===== config.mk =====
export PLATFORM = sky130hd
export DESIGN_NAME = cv32e40px_x_result_arb
export DESIGN_NICKNAME = d
export VERILOG_FILES = /design/src/rtl/cv32e40px_x_result_arb.sv
export SDC_FILE = /design/constraint.sdc
export NUM_CORES = 1
export LEC_CHECK = 0
export CAP_MARGIN = 20
export CELL_PAD_IN_SITES_DETAIL_PLACEMENT = 1
export CELL_PAD_IN_SITES_GLOBAL_PLACEMENT = 2
export CORE_ASPECT_RATIO = 1.4
export CORE_UTILIZATION = 24
export CTS_BUF_LIST = sky130_fd_sc_hd__clkbuf_8 sky130_fd_sc_hd__clkbuf_16
export CTS_CLUSTER_DIAMETER = 80
export DETAILED_ROUTE_END_ITERATION = 10
export GPL_ROUTABILITY_DRIVEN = 0
export GPL_TIMING_DRIVEN = 0
export HOLD_SLACK_MARGIN = 0.1
export PLACE_DENSITY = 0.95
export SYNTH_ARGS = -nofsm -noshare
export SYNTH_HDL_FRONTEND = slang
export SYNTH_SLANG_ARGS = --single-unit
export TNS_END_PERCENT = 1

===== constraint.sdc =====
create_clock -name clk_i -period 1.95 [get_ports clk_i]
set_input_delay 0.2925 -clock clk_i [delete_from_list [all_inputs] [get_ports clk_i]]
set_output_delay 0.2925 -clock clk_i [all_outputs]
set_load 0.05 [all_outputs]

===== src/rtl/cv32e40px_x_result_arb.sv =====
// Round-robin merge of NUM_CP coprocessor result channels into one registered X-interface result slot.
// Define CV32E40PX_X_RES_STALL_CNT_EN to add stall_cnt_o, a saturating count of cycles with a blocked requester.
module cv32e40px_x_result_arb #(
   parameter int NUM_CP = 2,
   parameter int DATA_W = 32,
   parameter int ID_W   = 4,
   parameter int SRC_W  = (NUM_CP > 1) ? $clog2(NUM_CP) : 1
) (
   input  logic                          clk_i,
   input  logic                          rst_ni,
   input  logic [NUM_CP-1:0]             cp_result_valid_i,
   output logic [NUM_CP-1:0]             cp_result_ready_o,
   input  logic [NUM_CP-1:0][ID_W-1:0]   cp_result_id_i,
   input  logic [NUM_CP-1:0][4:0]        cp_result_rd_i,
   input  logic [NUM_CP-1:0]             cp_result_we_i,
   input  logic [NUM_CP-1:0][DATA_W-1:0] cp_result_data_i,
   output logic                          x_result_valid_o,
   input  logic                          x_result_ready_i,
   output logic [ID_W-1:0]               x_result_id_o,
   output logic [4:0]                    x_result_rd_o,
   output logic                          x_result_we_o,
   output logic [DATA_W-1:0]             x_result_data_o,
   output logic [SRC_W-1:0]              x_result_src_o,
   output logic                          busy_o
`ifdef CV32E40PX_X_RES_STALL_CNT_EN
   ,
   output logic [15:0]                   stall_cnt_o
`endif
);

   typedef struct packed {
      logic [ID_W-1:0]   id;
      logic [4:0]        rd;
      logic              we;
      logic [DATA_W-1:0] data;
      logic [SRC_W-1:0]  src;
   } slot_t;

   logic              valid_q, valid_d;
   slot_t             slot_q, slot_d;
   logic [SRC_W-1:0]  rr_q, rr_d;

   logic              load_en;
   logic              grant_vld;
   logic              grant_found;
   logic [SRC_W-1:0]  grant_idx;
   logic [SRC_W-1:0]  cand_idx;
   int                cand;

   // Search starts at rr_q and wraps; re-evaluated every cycle, so a requester
   // that drops valid before being granted simply loses its turn.
   always_comb begin
      grant_found = 1'b0;
      grant_idx   = '0;
      cand        = 0;
      cand_idx    = '0;
      for (int k = 0; k < NUM_CP; k++) begin
         cand = int'(rr_q) + k;
         if (cand >= NUM_CP) begin
            cand = cand - NUM_CP;
         end
         cand_idx = SRC_W'(cand);
         if (!grant_found && cp_result_valid_i[cand_idx]) begin
            grant_found = 1'b1;
            grant_idx   = cand_idx;
         end
      end
   end

   // A full slot can be refilled in the same cycle it drains, giving 1 result/cycle.
   assign load_en   = !valid_q || x_result_ready_i;
   assign grant_vld = rst_ni && load_en && grant_found;

   always_comb begin
      cp_result_ready_o = '0;
      for (int i = 0; i < NUM_CP; i++) begin
         cp_result_ready_o[i] = grant_vld && (grant_idx == SRC_W'(i));
      end
   end

   // Next-state: slot occupancy, captured payload and round-robin pointer.
   always_comb begin
      valid_d = valid_q;
      slot_d  = slot_q;
      rr_d    = rr_q;
      if (grant_vld) begin
         valid_d     = 1'b1;
         slot_d.id   = cp_result_id_i[grant_idx];
         slot_d.rd   = cp_result_rd_i[grant_idx];
         slot_d.we   = cp_result_we_i[grant_idx];
         slot_d.data = cp_result_data_i[grant_idx];
         slot_d.src  = grant_idx;
         rr_d        = (grant_idx == SRC_W'(NUM_CP - 1)) ? '0 : grant_idx + SRC_W'(1);
      end else if (valid_q && x_result_ready_i) begin
         valid_d = 1'b0;
      end
   end

   always_ff @(posedge clk_i) begin
      if (!rst_ni) begin
         valid_q <= 1'b0;
         slot_q  <= '0;
         rr_q    <= '0;
      end else begin
         valid_q <= valid_d;
         slot_q  <= slot_d;
         rr_q    <= rr_d;
      end
   end

   always_comb begin
      x_result_valid_o = valid_q;
      x_result_id_o    = slot_q.id;
      x_result_rd_o    = slot_q.rd;
      x_result_we_o    = slot_q.we;
      x_result_data_o  = slot_q.data;
      x_result_src_o   = slot_q.src;
      busy_o           = valid_q || (|cp_result_valid_i);
   end

`ifdef CV32E40PX_X_RES_STALL_CNT_EN
   logic [15:0] stall_cnt_q, stall_cnt_d;
   logic        stalled;

   assign stalled     = |(cp_result_valid_i & ~cp_result_ready_o);
   assign stall_cnt_d = (stalled && (stall_cnt_q != 16'hFFFF)) ? stall_cnt_q + 16'd1 : stall_cnt_q;

   always_ff @(posedge clk_i) begin
      if (!rst_ni) begin
         stall_cnt_q <= '0;
      end else begin
         stall_cnt_q <= stall_cnt_d;
      end
   end

   assign stall_cnt_o = stall_cnt_q;
`endif

   a_ready_onehot0 : assert property (@(posedge clk_i) disable iff (!rst_ni)
      $onehot0(cp_result_ready_o));

   a_hold_when_stalled : assert property (@(posedge clk_i) disable iff (!rst_ni)
      (x_result_valid_o && !x_result_ready_i) |=> (x_result_valid_o && $stable(slot_q)));

endmodule


==> flow_summary_export.csv <==
group,metric,value,unit
status,outcome,"complete, no violations",
timing,fin_crit_sh,94.9,%
floorplan,fp-row-count,42,
critical_path,cp.required,1.66,ns
logic_synthesis,synth_edf_count,0,
grt,grt_pass1_wl,15400,um
critical_path,critical-path-top-delay-family,"buffers and inverters",
timing,slew_violations,0,
placement,dp_hpwl,7020,um
critical_path,ff2ff_setup_slack,0.23,ns
timing,clock.fmax,0.540,GHz
logic_synthesis,ys_ff_latch,45,
critical_path,max_stage_delay,0.52,ns
placement,pre_cts_ws,-0.898,ns
clock_network,cts_made_buffers,5,
routing,via_count,2577,
clock_network,root_buffer,"clkbuf_16",
timing,worstMarginPinSlew,0.561,ns
power_and_ir_drop,ir_worst_vdd,0.300,mV
critical_path,crit_arrival,1.56,ns
logic_synthesis,yosysTopAreaCell,"dfxtp_1",
finish,multi_input_area,1310,um^2
timing,tns,0,ns
routing,firstDrtPassIters,4,
power_and_ir_drop,leakagePower,1.43,nW
logic_synthesis,synth-async-reset-ratio,0,%
timing,setup_viol,0,
logic_synthesis,netlist_instances,221,
finish,final_common_cell,"clkdlybuf4s50_1",
clock_network,hold_buffers,0,
power_and_ir_drop,powerDensity,743,nW/um^2
routing,antenna_left,0,
clock_network,clk_pin_slew_worst_paths,0.07,ns
logic_synthesis,yosys_warnings,0,
critical_path,worstPathMaxFanout,10,
timing,worst_slack,0.0997,ns
logic_synthesis,yosysTopAreaCellShare,37.5,%
logic_synthesis,postSynthAreaPerCell,10.9,um^2
logic_synthesis,syn_nets,310,
floorplan,start_util,25.0,%
critical_path,critPathKind,"input port to output pin",
finish,seqCellArea,901,um^2
finish,antenna_cells,0,
clock_network,cts_max_level,2,
grt,grt_max_degree,24,
routing,dr.first_iter.drc_count,75,
routing,route.detailed.drc,0,
finish,area_delta_synth_final,71.7,%
grt,antenna_found_initial,0,
floorplan,die_w,86.6,um
critical_path,cp_slowest_cell,"clkdlybuf4s50_1",
grt,gr-usage-met3,3.55,%
floorplan,die_h,120,um
timing,min_period,1.85,ns
logic_synthesis,ys_types,21,
timing,relSlewSlack,62.6,%
logic_synthesis,synth_flop_cell,"dfxtp_1",
clock_network,clkSinkCount,45,
logic_synthesis,syn-cell-area,2400,um^2
finish,finalNetCount,449,
floorplan,die_area,10400,um^2
grt,overflow,0,
grt,grt_usage,19.0,%
run,drv_cap,0,
routing,routed_wirelength,9470,um
grt,met2_usage,35.2,%
placement,io_buffers,134,
grt,grt_pass1_vias,2902,
routing,routedWlPerCell,19.2,um
logic_synthesis,synth_area_leaders,"dfxtp_1, o221a_1, a311o_1",
finish,layout-drive-gt1-share,8.86,%
min_path,min_path_type,"input port to register",
routing,viasPerCell,5.23,
finish,final_cell_mix,"clkdlybuf4s50_1, dfxtp_1, a21boi_0",
timing,hold_viol_final,0,
finish,fillers,1080,
critical_path,path_buf_inv,3,
grt,met1_usage,22.3,%
logic_synthesis,yosysSeqAreaShare,37.5,%
clock_network,clk_path_buf_depth,2,
critical_path,crit_path_end_kind,"output pin",
grt,busiest_layer,"met2",
floorplan,fp.coreArea,9620,um^2
floorplan,io_pins,136,
timing,fin_skew,0.00681,ns
clock_network,clk-insertion-delay-late,0.29,ns
critical_path,worst_setup_path_start_kind,"input port",
clock_network,cts_tree,"built",
critical_path,crit_chain,"clkdlybuf4s50_1 > o21ai_4 > clkbuf_8 > a211oi_4 > buf_6",
-- final timing paths --
path	cells past startpoint	from	to
max reg2reg	5	x_result_valid_o	x_result_data_o[13]
min	2	cp_result_valid_i[0]	x_result_valid_o
min reg2reg	2	x_result_src_o	x_result_src_o
max	5	rst_ni	cp_result_ready_o[0]
-- final cells by class --
class | count | share of cell area (%)
Clock inverter | 2 | 0.909
Buffer | 34 | 5.03
Tap cell | 132 | 4.00
Clock buffer | 6 | 3.36
Sequential cell | 45 | 21.8
Timing Repair Buffer | 136 | 33.0
Multi-Input combinational cell | 137 | 31.8
Inverter | 1 | 0.0909
-- stage by stage --
stage	total power [mW]	utilization, %	std cells	hold WS [ns]	area [um^2]
4_1_cts	3.09	42.7	493	0.496	4100
3_5_place_dp	2.08	40.8	487	0.480	3920
6_report	3.07	42.9	493	0.412	4130
2_1_floorplan	1.64	-	221	0.429	2420
3_3_place_gp	2.06	40.8	487	0.468	3920
5_1_grt	3.20	42.9	493	0.439	4130
-- logic make-up (layout without fill, tap and decap cells) --
kind of cell,Yosys count,in the layout,share of synthesized area (%)
DFF,45,45,37.5
AOI/OAI and AO/OA,132,132,52.5
buffers and inverters,39,179,8.58
and+or+nand+nor,5,5,1.41
-- report_power, final --
group / total, mW / internal [mW] / switching [mW]
Combinational: 1.02 / 0.460 / 0.556
Sequential: 1.04 / 0.997 / 0.0466
Clock: 1.01 / 0.640 / 0.367
-- what timing repair did --
item / 4_1_cts / 5_1_grt
gates resized for setup: 22 / 7
setup buffers: 1 / 1
endpoints found under the hold margin: 0 / 0
pin swaps: 1 / 0
endpoints found under the setup margin: 3 / 2
-- worst reg2reg max path, stage by stage (launching register included) --
cell	delay, ns
dfxtp_1	0.37
nor2b_2	0.30
buf_4	0.23
clkbuf_1	0.40
a311o_1	0.18
o221a_1	0.18
-- flip-flops by register name, indices dropped and copies added (netlist names) --
register	cells
x_result_valid_o	1
x_result_id_o	4
x_result_src_o	1
x_result_we_o	1
rr_q	1
x_result_data_o	32
x_result_rd_o	5
-- cells in the mapped netlist (6+ instances only) --
cell and number:
a21boi_0 43, a311o_1 42, buf_2 8, buf_6 6, clkbuf_1 21, dfxtp_1 45
o221a_1 42
-- metal layers --
layer	part of all wire, %	vias to the layer above
met4	0.78	0
met3	4.3	6
met1	41	1278
li1	-	1212
met5	0	-
met2	54	81
Note: power is estimated with default switching activity, not from simulation.
